**config.mk**
```make
export PLATFORM = sky130hd
export DESIGN_NAME = mdio_txn_arbiter
export DESIGN_NICKNAME = d
export VERILOG_FILES = /design/src/rtl/mdio_pkg.sv /design/src/rtl/mdio_rr_arb.sv /design/src/rtl/mdio_txn_arbiter.sv
export SDC_FILE = /design/constraint.sdc
export NUM_CORES = 1
export LEC_CHECK = 0
export ABC_AREA = 1
export BUFFER_PORTS_ARGS = -buffer_cell sky130_fd_sc_hd__buf_4
export CORE_AREA = 4 4 107 109
export CTS_CLUSTER_SIZE = 12
export DETAILED_ROUTE_END_ITERATION = 8
export DIE_AREA = 0 0 111 113
export PLACE_DENSITY_LB_ADDON = 0.25
export SLEW_MARGIN = 20
export SYNTH_ARGS = -nofsm -noshare
export SYNTH_HDL_FRONTEND = slang
export SYNTH_SLANG_ARGS = --single-unit
```
**constraint.sdc**
```tcl
create_clock -name clk -period 2.2 [get_ports clk]
set_input_delay 0.11 -clock clk [delete_from_list [all_inputs] [get_ports clk]]
set_output_delay 0.11 -clock clk [all_outputs]
set_load 0.05 [all_outputs]
```
**src/rtl/mdio_pkg.sv**
```systemverilog
// -----------------------------------------------------------------------------
// mdio_pkg
// Shared definitions for the MDIO transaction arbiter:
//   - Clause-22 frame constants (start, opcode, turnaround codes)
//   - bit offsets of each frame field inside the 32-bit frame
//   - arbiter FSM state encoding
//   - build_frame(): packs one request into a 32-bit Clause-22 frame
// -----------------------------------------------------------------------------
package mdio_pkg;

  // Frame field codes
  localparam logic [1:0] ST_CODE  = 2'b01;
  localparam logic [1:0] OP_WRITE = 2'b01;
  localparam logic [1:0] OP_READ  = 2'b10;
  localparam logic [1:0] TA_WRITE = 2'b10;
  localparam logic [1:0] TA_READ  = 2'b11;

  // Field LSB positions inside the 32-bit frame
  localparam int ST_LSB   = 30;
  localparam int OP_LSB   = 28;
  localparam int PHY_LSB  = 23;
  localparam int REG_LSB  = 18;
  localparam int TA_LSB   = 16;
  localparam int DATA_LSB = 0;

  typedef enum logic [2:0] {
    S_IDLE,
    S_LAUNCH,
    S_WAIT,
    S_RESP,
    S_GAP
  } state_t;

  // Read frames carry zero in the data field; the PHY drives it on the wire.
  function automatic logic [31:0] build_frame(input logic        write,
                                              input logic [4:0]  phyad,
                                              input logic [4:0]  regad,
                                              input logic [15:0] wdata);
    logic [31:0] f;
    f                   = '0;
    f[ST_LSB   +: 2]    = ST_CODE;
    f[OP_LSB   +: 2]    = write ? OP_WRITE : OP_READ;
    f[PHY_LSB  +: 5]    = phyad;
    f[REG_LSB  +: 5]    = regad;
    f[TA_LSB   +: 2]    = write ? TA_WRITE : TA_READ;
    f[DATA_LSB +: 16]   = write ? wdata : 16'h0000;
    return f;
  endfunction

endpackage

```
**src/rtl/mdio_rr_arb.sv**
```systemverilog
// -----------------------------------------------------------------------------
// mdio_rr_arb
// Combinational round-robin grant. Searches req starting at ptr and wrapping
// upward; the first set bit wins.
// Ports:
//   req    in  NREQ  request vector
//   ptr    in  2     highest-priority index (0..NREQ-1)
//   grant  out NREQ  one-hot grant (all zero when no request)
//   index  out 2     index of the winner (0 when no request)
//   any    out 1     at least one request present
// -----------------------------------------------------------------------------
module mdio_rr_arb #(
  parameter int NREQ = 2
) (
  input  logic [NREQ-1:0] req,
  input  logic [1:0]      ptr,
  output logic [NREQ-1:0] grant,
  output logic [1:0]      index,
  output logic            any
);

  // Padded to four entries so a 2-bit index is always in range.
  logic [3:0] req_pad;
  logic [1:0] idx;

  // NOTE: every signal written in an always_comb gets a default first; a path
  // that leaves one unassigned would infer a latch.
  always_comb begin
    req_pad = 4'(req);
    grant   = '0;
    index   = '0;
    any     = 1'b0;
    idx     = '0;
    for (int i = 0; i < NREQ; i++) begin
      idx = 2'((int'(ptr) + i) % NREQ);
      if (!any && req_pad[idx]) begin
        any   = 1'b1;
        index = idx;
      end
    end
    for (int j = 0; j < NREQ; j++) begin
      grant[j] = any && (index == 2'(j));
    end
  end

endmodule

```
**src/rtl/mdio_txn_arbiter.sv**
```systemverilog
// -----------------------------------------------------------------------------
// mdio_txn_arbiter
// Shares one MDIO master between NREQ requesters. Round-robin arbitration,
// packs the winner's request into a Clause-22 frame, launches it with a
// one-cycle mst_start, waits for mst_done and returns read data / write ack
// to the owning requester, then enforces IFG_CYCLES idle cycles.
//
// Build option: define MDIO_TIMEOUT_EN to add a WAIT-state watchdog that
// completes the transaction with rsp_err=1 after TIMEOUT_CYCLES.
//
// Ports:
//   clk          in   clock, posedge
//   reset        in   asynchronous active-low reset
//   req_valid    in   NREQ     request pending per requester
//   req_write    in   NREQ     1=write, 0=read
//   req_phyad    in   5*NREQ   PHY address, requester i at [5i+4:5i]
//   req_regad    in   5*NREQ   register address, requester i at [5i+4:5i]
//   req_wdata    in   16*NREQ  write data, requester i at [16i+15:16i]
//   req_ready    out  NREQ     one-cycle accept pulse to the winner
//   rsp_valid    out  NREQ     one-cycle completion pulse to the owner
//   rsp_rdata    out  16       read data (0 for writes)
//   rsp_err      out  1        watchdog timeout flag
//   mst_start    out  1        one-cycle launch pulse to the MDIO master
//   mst_frame    out  32       frame, held until the next grant
//   mst_done     in   1        master finished the frame (honoured in WAIT only)
//   mst_rd_data  in   16       master read data, sampled on mst_done
//   busy         out  1        FSM not in IDLE
//   owner        out  2        current or last granted requester
// -----------------------------------------------------------------------------
module mdio_txn_arbiter
  import mdio_pkg::*;
#(
  parameter int NREQ           = 2,
  parameter int IFG_CYCLES     = 2,
  parameter int TIMEOUT_CYCLES = 128
) (
  input  logic               clk,
  input  logic               reset,
  input  logic [NREQ-1:0]    req_valid,
  input  logic [NREQ-1:0]    req_write,
  input  logic [5*NREQ-1:0]  req_phyad,
  input  logic [5*NREQ-1:0]  req_regad,
  input  logic [16*NREQ-1:0] req_wdata,
  output logic [NREQ-1:0]    req_ready,
  output logic [NREQ-1:0]    rsp_valid,
  output logic [15:0]        rsp_rdata,
  output logic               rsp_err,
  output logic               mst_start,
  output logic [31:0]        mst_frame,
  input  logic               mst_done,
  input  logic [15:0]        mst_rd_data,
  output logic               busy,
  output logic [1:0]         owner
);

  if (NREQ < 2 || NREQ > 4 || TIMEOUT_CYCLES < 1 || IFG_CYCLES < 0) begin : g_param_check
    $error("mdio_txn_arbiter: unsupported parameter values");
  end

  localparam int GAP_W = (IFG_CYCLES > 1) ? $clog2(IFG_CYCLES) : 1;

  state_t             state_q, state_d;
  logic [1:0]         ptr_q;
  logic [1:0]         owner_q;
  logic               write_q;
  logic [31:0]        frame_q;
  logic [15:0]        rdata_q;
  logic               err_q;
  logic [GAP_W-1:0]   gap_cnt_q;
  logic               gap_last;
  logic               timeout;

  logic [NREQ-1:0]    arb_grant;
  logic [1:0]         arb_index;
  logic               arb_any;

  // Request fields padded to four requesters so a 2-bit index never overruns.
  logic [3:0]         write_pad;
  logic [19:0]        phy_pad;
  logic [19:0]        reg_pad;
  logic [63:0]        wdata_pad;

  assign write_pad = 4'(req_write);
  assign phy_pad   = 20'(req_phyad);
  assign reg_pad   = 20'(req_regad);
  assign wdata_pad = 64'(req_wdata);

  assign gap_last  = (gap_cnt_q == GAP_W'(IFG_CYCLES - 1));

  mdio_rr_arb #(.NREQ(NREQ)) u_arb (
    .req   (req_valid),
    .ptr   (ptr_q),
    .grant (arb_grant),
    .index (arb_index),
    .any   (arb_any)
  );

`ifdef MDIO_TIMEOUT_EN
  localparam int TW = $clog2(TIMEOUT_CYCLES + 1);
  logic [TW-1:0] wait_cnt_q;

  // Counter reads k in the k-th cycle after the launch cycle, so the
  // response lands TIMEOUT_CYCLES+1 cycles after mst_start.
  assign timeout = (state_q == S_WAIT) && (wait_cnt_q >= TW'(TIMEOUT_CYCLES));

  always_ff @(posedge clk or negedge reset) begin
    if (!reset) begin
      wait_cnt_q <= '0;
    end else if (state_q == S_LAUNCH) begin
      wait_cnt_q <= TW'(1);
    end else if (state_q == S_WAIT && !timeout) begin
      wait_cnt_q <= wait_cnt_q + TW'(1);
    end
  end
`else
  assign timeout = 1'b0;
`endif

  // NOTE: state and datapath registers use non-blocking assignments so every
  // flop samples pre-edge values regardless of statement order.
  always_ff @(posedge clk or negedge reset) begin
    if (!reset) begin
      state_q <= S_IDLE;
    end else begin
      state_q <= state_d;
    end
  end

  always_comb begin
    state_d = state_q;
    unique case (state_q)
      S_IDLE:   if (arb_any) state_d = S_LAUNCH;
      S_LAUNCH: state_d = S_WAIT;
      S_WAIT:   if (mst_done || timeout) state_d = S_RESP;
      S_RESP:   state_d = (IFG_CYCLES == 0) ? S_IDLE : S_GAP;
      S_GAP:    if (gap_last) state_d = S_IDLE;
      default:  state_d = S_IDLE;
    endcase
  end

  always_ff @(posedge clk or negedge reset) begin
    if (!reset) begin
      ptr_q     <= '0;
      owner_q   <= '0;
      write_q   <= 1'b0;
      frame_q   <= '0;
      rdata_q   <= '0;
      err_q     <= 1'b0;
      gap_cnt_q <= '0;
    end else begin
      unique case (state_q)
        S_IDLE: begin
          if (arb_any) begin
            owner_q <= arb_index;
            write_q <= write_pad[arb_index];
            frame_q <= build_frame(write_pad[arb_index],
                                   phy_pad[5*int'(arb_index) +: 5],
                                   reg_pad[5*int'(arb_index) +: 5],
                                   wdata_pad[16*int'(arb_index) +: 16]);
          end
        end
        S_WAIT: begin
          // A real completion wins over a watchdog expiry in the same cycle.
          if (mst_done) begin
            rdata_q <= write_q ? 16'h0000 : mst_rd_data;
            err_q   <= 1'b0;
          end else if (timeout) begin
            rdata_q <= 16'h0000;
            err_q   <= 1'b1;
          end
        end
        S_RESP: begin
          ptr_q     <= (owner_q == 2'(NREQ - 1)) ? 2'd0 : owner_q + 2'd1;
          gap_cnt_q <= '0;
        end
        S_GAP: begin
          gap_cnt_q <= gap_cnt_q + GAP_W'(1);
        end
        default: ;
      endcase
    end
  end

  // req_ready is a combinational accept so the requester sees it in the same
  // cycle the grant is latched; it is forced low while reset is held.
  always_comb begin
    req_ready = '0;
    rsp_valid = '0;
    if (state_q == S_IDLE && reset) begin
      req_ready = arb_grant;
    end
    for (int j = 0; j < NREQ; j++) begin
      rsp_valid[j] = (state_q == S_RESP) && (owner_q == 2'(j));
    end
  end

  assign mst_start = (state_q == S_LAUNCH);
  assign busy      = (state_q != S_IDLE);
  assign mst_frame = frame_q;
  assign owner     = owner_q;
  assign rsp_rdata = rdata_q;
  assign rsp_err   = err_q;

endmodule
```
# Word level (Yosys, flattened, before mapping)
# Index checks and enable logic that the tools add are counted.
# totals
wordCells	63
register_bits	55
output_inout_bits	57
in_bits	75
# classes
muxes	21
bitwise	1
mul	1
n_lt_le_gt_ge	3
n_eq_ne	9
n_reduce_logical	15
shifts	3
addsub	3
# ops
op	count
64-bit by 7-bit variable part select with 16-bit output	1
16-bit two-way mux	2
20-bit by 32-bit variable part select with 5-bit output	1
20-bit by 6-bit variable part select with 5-bit output	1
3-bit one-hot mux with 5 select lines	1
1-bit two-way mux	9
3-bit two-way mux	3
3-bit by 2-bit == test with 1-bit output (second input constant)	2
1-bit logical AND	6
2-bit by 3-bit < comparator with 1-bit output (second input constant)	2
2-bit two-way mux	3
2-bit != test (second input constant)	3
3-bit by 2-bit multiplier with 5-bit output (first input constant)	1
1-bit binary-select mux with 2-bit select	2
2-bit by 1-bit == test with 1-bit output (second input constant)	2
2-bit logical NOT	2
2-bit AND reduction	2
1-bit adder (second input constant)	3
3-bit by 1-bit == test with 1-bit output (second input constant)	1
3-bit == test (second input constant)	1
3-bit logical NOT	1
1-bit by 3-bit < comparator with 1-bit output (second input constant)	1
3-bit AND reduction	1
3-bit nonzero test	1
other kinds (4)	4

# Longest topological paths before layout
# Gate-level depths: netlist (run 1).
# depth
word_depth	9
depth_mapped	10
depth_no_buf	8

# Cells and area by module
# A second synthesis (run 1) with hierarchy kept.
# hier_totals
hier_cells	344
hier_area_um2	2608.8
# modules_own_cells
module	cells_per_inst	seq_area_each_um2	area_each_um2	n_inst
mdio_txn_arbiter	335	1326.3	2567.5	1
mdio_rr_arb	9	0.0	41.3	1

# Worst setup path after synthesis (run 1)
# Ideal clock, no wire load.
# synth_timing
kind	flip-flop to output port
startpoint	register ptr_q[0]
endpoint	output req_ready[0]
setup_slack_ns	0.131
n_path_buf	2
path_stages_with_launch	8
arrival_ns	1.959
t_required_ns	2.090
cell_sequence	dfrtp_1 > inv_1 > nand2_2 > nand2_1 > buf_4 > inv_2 > buf_6 > nor3_1
# synth_between
elab_chain_len	9
word_cells_on_any_way	15
classes_between	1 x add/sub; 9 x mux; 1 x bitwise; 4 x reduce/logical
# synth_lines
item	line_no	text
start, declared	mdio_txn_arbiter.sv:63	logic [1:0] ptr_q;
start signal, assigned	mdio_txn_arbiter.sv:173	ptr_q <= (owner_q == 2'(NREQ - 1)) ? 2'd0 : owner_q + 2'd1;
1-bit adder or 1-bit two-way mux (tied branches)	mdio_rr_arb.sv:35, mdio_rr_arb.sv:36	
1-bit AND (no line) or 1-bit two-way mux (tied branches)	n/a	
1-bit binary-select mux with 2-bit select or 1-bit two-way mux (tied branches)	mdio_rr_arb.sv:36	if (!any && req_pad[idx]) begin
1-bit two-way mux (not written as such) or 1-bit logical NOT (tied branches)	mdio_rr_arb.sv:36	
1-bit logical AND	mdio_rr_arb.sv:36	
2-bit two-way mux	mdio_rr_arb.sv:36	
2-bit logical NOT	mdio_rr_arb.sv:42	grant[j] = any && (index == 2'(j));
1-bit logical AND (*)	mdio_rr_arb.sv:42	
2-bit two-way mux (*)	mdio_txn_arbiter.sv:189	if (state_q == S_IDLE && reset) begin
end, declared	mdio_txn_arbiter.sv:44	output logic [NREQ-1:0] req_ready,
# Mark *: on every way between the ends. The rest lies on a longest branch, timed or not. The select of a mux whose other input is x is not followed.

# Worst setup path after layout (run 1)
# Ends and elaborated chain as after synthesis.

==> parameters.txt, run 1 <==
Parameter                              Value

Run status
  Outcome    complete, no violations

Finish
  Share of cells above drive strength 1    a little over a third
  Post-route cell area    3690 µm²
  Area occupied by multi-input gates    1090 µm²
  Layout Area Growth over Synthesis    42.0%
  Post-layout net count    519
  Final antenna diode count    0
  Area of all sequential standard cells    1280 µm²
  Fill cell count    about 1100

Synthesis
  Synth Register Bits    51
  Distinct cell type count after synthesis    23
  Seq/Total Area, Yosys    49.2%
  Share of synthesized registers carrying an async set or reset    100%
  Most used DFF post-synth    sky130_fd_sc_hd__dfrtp_1
  Post-Synthesis Mean Instance Area    7.96 µm²
  Post-synth EDFFs    0
  Summed instance area of the synthesized netlist    roughly 2600 µm²
  Synthesized instance count    326
  Count of synthesis-stage warnings from yosys    0

Clock network
  Cts bufs inserted    5
  Source-to-sink clock delay at the later pin of the worst-skew pair    300 ps
  Buffer cell driving the clock tree root    sky130_fd_sc_hd__clkbuf_8
  TritonCTS clock tree    yes
  Number of buffers on the longest clock path    2
  Number of gates resized after cts    0
  H-Tree Level Count    2
  Sink Count    51
  Worst-path clk slew    90 ps

Setup path
  Crit path to    req_ready[0]
  Required time at the worst-slack endpoint    2090 ps
  Crit path launch type    flop
  Setup slack on the worst flop-to-flop path    around 420 ps
  Launching point of the worst reg2reg path    ptr_q[0]$_DFFE_PN0P_
  Data arrival, critical path    1740 ps
  Length in cells of the worst reg-to-reg path    8
  Endpoint kind of the worst setup timing path    output port
  Category of the most critical setup path    flop to output port
  Largest driver fanout on the critical path    18
  Reg2Reg Capture Point    mst_frame[15]$_DFFE_PN0P_
  Worst setup path start    ptr_q[0]$_DFFE_PN0P_

Drt
  Initial drt markers    225
  Routed Antenna Nets    0
  Total detailed-routing wirelength    7860 µm
  Detailed-route wire length per cell    13.5 µm
  Mean number of vias per cell    4.36
  DRC viols    0
  Detailed-routing iteration count for the pre-antenna-repair pass    4
  Routed via count    between 2000 and 3000

Floorplan
  Starting Density    24.5%
  Overall die area    12500 µm²
  Area of the core    10600 µm²
  Site Rows    38
  Die Width    111 µm
  Number of I/O pins    132
  Y dimension of the die    113 µm

STA
  Clock period minus final worst setup slack    1850 ps
  Summed negative setup slack over all endpoints    0 ps
  Setup repair after global routing missed its margin    false
  Max-slew violation total from the final report    0
  Timing-limited maximum frequency    540 MHz
  Final worst path period share    84.2%
  Fin. Hold Viols    0
  Slew at the pin closest to its max-slew limit    662 ps
  Worst slew margin    55.9%
  Endpoints failing setup    0
  Clock skew after layout    8.18 ps

Power and ir drop
  Flop pwr share    28.5%
  Logic gate share of total power    60.4%
  Clock network power share    11.1%
  Proportion of total power due to net switching    53.7%
  Peak VDD IR    0.000868 V
  Pint    2.65 mW
  Lkg Pwr    2.06 nW
  Pwr Density    approximately 1600 nW/µm²
  Switch Pwr    3.07 mW

GRT
  Met2 capacity usage during global routing    21.5%
  First-pass GRT wire length    roughly 13000 µm
  Global routing usage summed across all routing layers    approximately an eighth
  Global routing's busiest layer    met2
  Number of global-route vias before repair    2580
  Met1 Use GR    between 15 and 20%
  Total overflow reported by the global router    0
  Met3 track demand over resource in global routing    ~5%
  Antenna violations before repair    0
  Maximum number of pins on one net before global-route repair    52

Placement
  GPL Wtd Cong    0.791
  Dpl hpwl    roughly 5700 µm
  Port Buf Inserts    128
  Area of placed instances    3570 µm²

Hold path
  HP Class    primary input to flop

Run
  Number of max-cap violations    0
logic make-up (layout without fill, tap and decap cells):
group	after synthesis	count (layout)	synth area share, %
AND/OR/NAND/NOR	219	219	37.4
flip-flops	51	51	49.2
buffers and inverters	33	149	9.01
AO/OA/AOI/OAI	22	22	4.24
other	1	3	0.144
metal layers:
metal / vias up / wire length [µm]
li1: 1258 / -
met1: 1181 / 3360
met2: 100 / 3700
met3: 6 / 748
met4: 0 / 41
met5: - / 0
power by group through the flow:
stage          Combinational, mW  Sequential, mW  Clock [mW]
3_3_place_gp                3.48            1.64           0
3_5_place_dp                3.51            1.64           0
2_1_floorplan               1.25            2.90           0
6_report                    3.45            1.63       0.637
4_1_cts                     3.50            1.63       0.674
5_1_grt                     3.72            1.69       0.711
stage by stage:
step / power (mW) / utilization [%] / std cells / setup slack (ps) / hold slack [ps]
2_1_floorplan: 4.15 / - / 328 / 131 / -186
3_3_place_gp: 5.11 / 33.7 / 576 / 528 / 298
3_5_place_dp: 5.14 / 33.7 / 576 / 445 / 311
4_1_cts: 5.81 / 34.8 / 584 / 327 / 11.4
5_1_grt: 6.12 / 34.8 / 584 / 140 / 19.5
6_report: 5.72 / 34.8 / 584 / 347 / 24.3
cell type report:
type | count | area share, %
well taps | 140 | 4.75
clock inverters | 1 | 0.815
multi-input cells | 244 | 29.7
inverters | 10 | 1.22
repair buffers | 132 | 27.0
flip-flops and latches | 51 | 34.6
clock buffers | 6 | 1.97
registers in the layout, summed over array words and instances, names as in the netlist:
| signal | count |
|---|---|
| gap_cnt_q | 1 |
| owner | 1 |
| ptr_q | 1 |
| mst_frame | 29 |
| rsp_rdata | 16 |
| state_q | 3 |
placed cells by master (no fill, tap or decap):
cell	instances
sky130_fd_sc_hd__nor2_4	2
sky130_fd_sc_hd__inv_2	1
sky130_fd_sc_hd__nor2_8	1
sky130_fd_sc_hd__dfrtp_1	51
sky130_fd_sc_hd__nand2_4	2
sky130_fd_sc_hd__o21ai_0	21
sky130_fd_sc_hd__clkbuf_8	5
sky130_fd_sc_hd__a21oi_1	1
sky130_fd_sc_hd__dlygate4sd3_1	1
sky130_fd_sc_hd__or2_2	1
sky130_fd_sc_hd__nor3_1	2
sky130_fd_sc_hd__buf_4	131
sky130_fd_sc_hd__nand2_1	139
sky130_fd_sc_hd__nor2_2	1
sky130_fd_sc_hd__clkbuf_1	1
sky130_fd_sc_hd__nand3_1	53
sky130_fd_sc_hd__bufinv_16	1
sky130_fd_sc_hd__nor2_1	6
sky130_fd_sc_hd__nand2_2	12
sky130_fd_sc_hd__inv_8	1
sky130_fd_sc_hd__conb_1	3
sky130_fd_sc_hd__clkinv_1	1
sky130_fd_sc_hd__inv_1	7
worst min-delay path by stage:
stage | startpoint | end | slack [ps] | cells past startpoint
5_1_grt | mst_rd_data[4] | rsp_rdata[4]$_DFFE_PN0P_ | 20 | 3
3_3_place_gp | reset | state_q[2]$_DFFE_PN0P_ | 300 | 2
4_1_cts | mst_rd_data[14] | rsp_rdata[14]$_DFFE_PN0P_ | 10 | 3
2_1_floorplan | reset | gap_cnt_q$_DFFE_PN0P_ | -190 | 0
6_report | mst_rd_data[14] | rsp_rdata[14]$_DFFE_PN0P_ | 20 | 3
3_5_place_dp | reset | state_q[1]$_DFFE_PN0P_ | 310 | 2
worst max-delay path, stage by stage, from the launching register on:
cell,delay (ps)
sky130_fd_sc_hd__dfrtp_1,370
sky130_fd_sc_hd__inv_1,80
sky130_fd_sc_hd__nand2_2,230
sky130_fd_sc_hd__nand2_1,210
sky130_fd_sc_hd__inv_2,130
sky130_fd_sc_hd__nor3_1,180
sky130_fd_sc_hd__buf_4,240
synthesized netlist by cell type, types with 2 or more instances:
library cell | n | area (µm²)
sky130_fd_sc_hd__clkbuf_1 | 2 | 7.51
sky130_fd_sc_hd__buf_2 | 4 | 20.0
sky130_fd_sc_hd__o21ai_0 | 21 | 105
sky130_fd_sc_hd__buf_4 | 9 | 67.6
sky130_fd_sc_hd__nand2_4 | 2 | 22.5
sky130_fd_sc_hd__nor3_1 | 2 | 10.0
sky130_fd_sc_hd__nor2_1 | 6 | 22.5
sky130_fd_sc_hd__inv_1 | 7 | 26.3
sky130_fd_sc_hd__nand2_2 | 12 | 75.1
sky130_fd_sc_hd__nand2_1 | 139 | 522
sky130_fd_sc_hd__buf_6 | 7 | 78.8
sky130_fd_sc_hd__nand3_1 | 53 | 265
sky130_fd_sc_hd__dfrtp_1 | 51 | 1280
sky130_fd_sc_hd__nor2_4 | 2 | 22.5
repair_timing:
item,CTS,global route
hold buffers,1,0
endpoints found under the hold margin,51,0
setup buffers,0,0
endpoints found under the setup margin,0,0
No activity file was read; power rests on OpenSTA's default activity.
==> run 2, diff against run 1 <==
Clock period 2.2 ns to 1.6 ns, I/O delays scaled along.
==> parameters.txt, run 2 (synthesis results as in run 1) <==
Parameter                              Value

Power and ir drop
  Pint    3.66 mW (was 2.65 mW)
  Flop pwr share    28.3% (was 28.5%)
  Proportion of total power due to net switching    53.8% (was 53.7%)
  Clock network power share    10.0% (was 11.1%)
  Switch Pwr    4.27 mW (was 3.07 mW)
  Pwr Density    2030 nW/µm² (was 1550 nW/µm²)
  Peak VDD IR    0.00118 V (was 0.000868 V)
  Logic gate share of total power    61.6% (was 60.4%)
  Lkg Pwr    2.16 nW (was 2.06 nW)
  Total power    7.93 mW (was 5.72 mW)

Finish
  Post-layout net count    541 (was 519)
  Most common library cell in the layout ignoring fill and taps    sky130_fd_sc_hd__nand2_1 (unchanged)
  Post-route cell area    3910 µm² (was 3690 µm²)
  Share of cells above drive strength 1    36.8% (was 35.6%)
  Final standard cell utilization of the core    36.9% (was 34.8%)
  Most frequent cells in the layout    sky130_fd_sc_hd__nand2_1, sky130_fd_sc_hd__buf_4, sky130_fd_sc_hd__nand3_1 (unchanged)
  Max reg flops    29 (unchanged)
  Final antenna diode count    0 (unchanged)
  Fill cell count    1110 (was 1114)
  Layout Area Growth over Synthesis    50.7% (was 42.0%)

Setup path
  Crit path launch type    flop (unchanged)
  Crit path buffers/inverters    2 (was 3)
  Setup slack on the worst flop-to-flop path    200 ps (was 420 ps)
  Critical path's top delay family    flip-flops (was simple AND/OR/NAND/NOR gates)
  Reg2Reg Capture Point    mst_frame[0]$_DFFE_PN0P_ (was mst_frame[15]$_DFFE_PN0P_)
  Highest cell delay on the worst timing path    470 ps (was 370 ps)
  Data arrival, critical path    1450 ps (was 1740 ps)
  Launching point of the worst reg2reg path    state_q[2]$_DFFE_PN0P_ (was ptr_q[0]$_DFFE_PN0P_)
  Ordered cell list for the critical path    inv_1, nand3_1, nor3_2, buf_6 (was inv_1, nand2_2, nand2_1, inv_2, nor3_1, buf_4)
  Length in cells of the worst reg-to-reg path    7 (was 8)
  Endpoint kind of the worst setup timing path    output port (unchanged)
  Largest driver fanout on the critical path    6 (was 18)
  Master of the slowest instance on the critical path    sky130_fd_sc_hd__dfrtp_2 (was sky130_fd_sc_hd__dfrtp_1)
  Required time at the worst-slack endpoint    1520 ps (was 2090 ps)
  Category of the most critical setup path    flop to output port (unchanged)

Placement
  Port Buf Inserts    128 (unchanged)
  GPL Wtd Cong    0.770 (was 0.791)
  Area of placed instances    3640 µm² (was 3570 µm²)
  Dpl hpwl    5780 µm (was 5730 µm)

Hold path
  Worst Hold Path EP    rsp_rdata[10]$_DFFE_PN0P_ (was rsp_rdata[14]$_DFFE_PN0P_)
  HP Class    primary input to flop (unchanged)
  Depth of the worst hold-timing path    3 (unchanged)
  Worst Hold Launch    mst_rd_data[10] (was mst_rd_data[14])

Drt
  Initial drt markers    137 (was 225)
  Routed Antenna Nets    0 (unchanged)
  Detailed-route wire length per cell    12.8 µm (was 13.5 µm)
  DRC viols    0 (unchanged)
  Routed via count    2568 (was 2545)
  Mean number of vias per cell    4.23 (was 4.36)
  Detailed-routing iteration count for the pre-antenna-repair pass    4 (unchanged)
  Total detailed-routing wirelength    7790 µm (was 7860 µm)

STA
  Summed negative setup slack over all endpoints    0 ps (unchanged)
  Timing-limited maximum frequency    654 MHz
  Setup repair after global routing missed its margin    true (was false)
  Fin. Hold Viols    0 (unchanged)
  Final worst path period share    95.6%
  Worst slew margin    55.9% (about the same)
  Max-slew violation total from the final report    0 (unchanged)
  Clock period minus final worst setup slack    1530 ps
  Endpoints failing setup    0 (unchanged)
  Clock skew after layout    15.4 ps (was 8.18 ps)
  Slew at the pin closest to its max-slew limit    661 ps (was 662 ps)

Clock network
  Sink Count    51 (unchanged)
  Cts bufs inserted    5 (unchanged)
  Number of buffers on the longest clock path    2 (unchanged)
  Worst-path clk slew    100 ps (was 90 ps)
  Source-to-sink clock delay at the later pin of the worst-skew pair    310 ps (was 300 ps)
  Buffer cell driving the clock tree root    sky130_fd_sc_hd__clkbuf_8 (unchanged)
  TritonCTS clock tree    yes (unchanged)
  H-Tree Level Count    2 (unchanged)

GRT
  Total overflow reported by the global router    0 (unchanged)
  Antenna violations before repair    0 (unchanged)
  First-pass GRT wire length    13100 µm (about the same)
  Global routing usage summed across all routing layers    12.7% (was 12.6%)
  Maximum number of pins on one net before global-route repair    52 (unchanged)
  Number of global-route vias before repair    2665 (was 2580)

Floorplan
  Site Rows    38 (unchanged)
  Area of the core    10600 µm² (unchanged)
  Starting Density    24.5% (unchanged)
  Overall die area    12500 µm² (unchanged)
  Number of I/O pins    132 (unchanged)
  Y dimension of the die    113 µm (unchanged)
  Die Width    111 µm (unchanged)

Run status
  Outcome    complete, no violations (unchanged)

Run
  Number of max-cap violations    0 (unchanged)
[run 2: cell types whose count changed in the layout (fill, tap and decap cells not counted), moves of 2 or more]
cell,delta
sky130_fd_sc_hd__buf_4,+6
sky130_fd_sc_hd__buf_6,+2
sky130_fd_sc_hd__dlygate4sd3_1,+14
sky130_fd_sc_hd__nand2_4,+2
sky130_fd_sc_hd__nor2_1,-2
sky130_fd_sc_hd__nor2_2,+2
[run 2: worst max-delay path by stage]
stage,slack [ps],cells past startpoint,to,from
after CTS,20,4,req_ready[0],state_q[1]$_DFFE_PN0P_
after global placement,250,7,mst_frame[13]$_DFFE_PN0P_,ptr_q[0]$_DFFE_PN0P_
after global routing,-9,6,req_ready[0],ptr_q[0]$_DFFE_PN0P_
final,70,4,req_ready[0],state_q[1]$_DFFE_PN0P_
after floorplan,-2,7,req_ready[0],ptr_q[0]$_DFFE_PN0P_
after detailed placement,200,7,mst_frame[0]$_DFFE_PN0P_,ptr_q[0]$_DFFE_PN0P_
[run 2: power by group through the flow]
stage | sequential (mW) | clock (mW) | combinational [mW]
floorplan | 3.98 | 0 | 1.73
global placement | 2.26 | 0 | 4.86
detailed placement | 2.26 | 0 | 4.88
CTS | 2.25 | 0.834 | 4.95
global route | 2.34 | 0.891 | 5.27
finish | 2.25 | 0.796 | 4.89
[run 2: layout make-up]
cell class	instances	area (µm²)	area share [%]
sequential	51	1280	32.7
multi-input combinational	244	1120	28.5
inverter	10	47.5	1.22
tap	140	175	4.48
timing repair buffer	154	1200	30.7
clock inverter	1	8.76	0.224
clock buffer	7	86.3	2.21
[run 2: through the flow]
| stage | worst slack [ps] | hold slack [ps] | cells |
|---|---|---|---|
| global route | -8.67 | 3.39 | 607 |
| CTS | 18.0 | 0.698 | 607 |
| global placement | 254 | 276 | 583 |
| floorplan | -1.86 | -216 | 328 |
| finish | 70.4 | 4.88 | 607 |
| detailed placement | 196 | 285 | 583 |
[run 2: timing repair]
| action | 4_1_cts | 5_1_grt |
|---|---|---|
| hold buffers | 15 | 0 |
| setup endpoints to repair | 2 | 1 |
| cloned | 0 | 0 |
| setup buffers | 1 | 0 |
| pin swaps | 1 | 0 |
| resized for setup | 4 | 4 |
| hold endpoints to repair | 65 | 0 |
[run 2: layer usage]
metal	GRT usage (%)	part of all wire [%]	up-vias
li1	-	-	1305
met1	16.2	44	1172
met2	21.2	48	86
met3	4.55	8.0	5
met4	2.22	0.64	0
met5	0	0	-
[run 2: worst min-delay path, stage by stage]
cell and delay, ps:
sky130_fd_sc_hd__buf_4 80, sky130_fd_sc_hd__nand3_1 70, sky130_fd_sc_hd__nand2_1 60
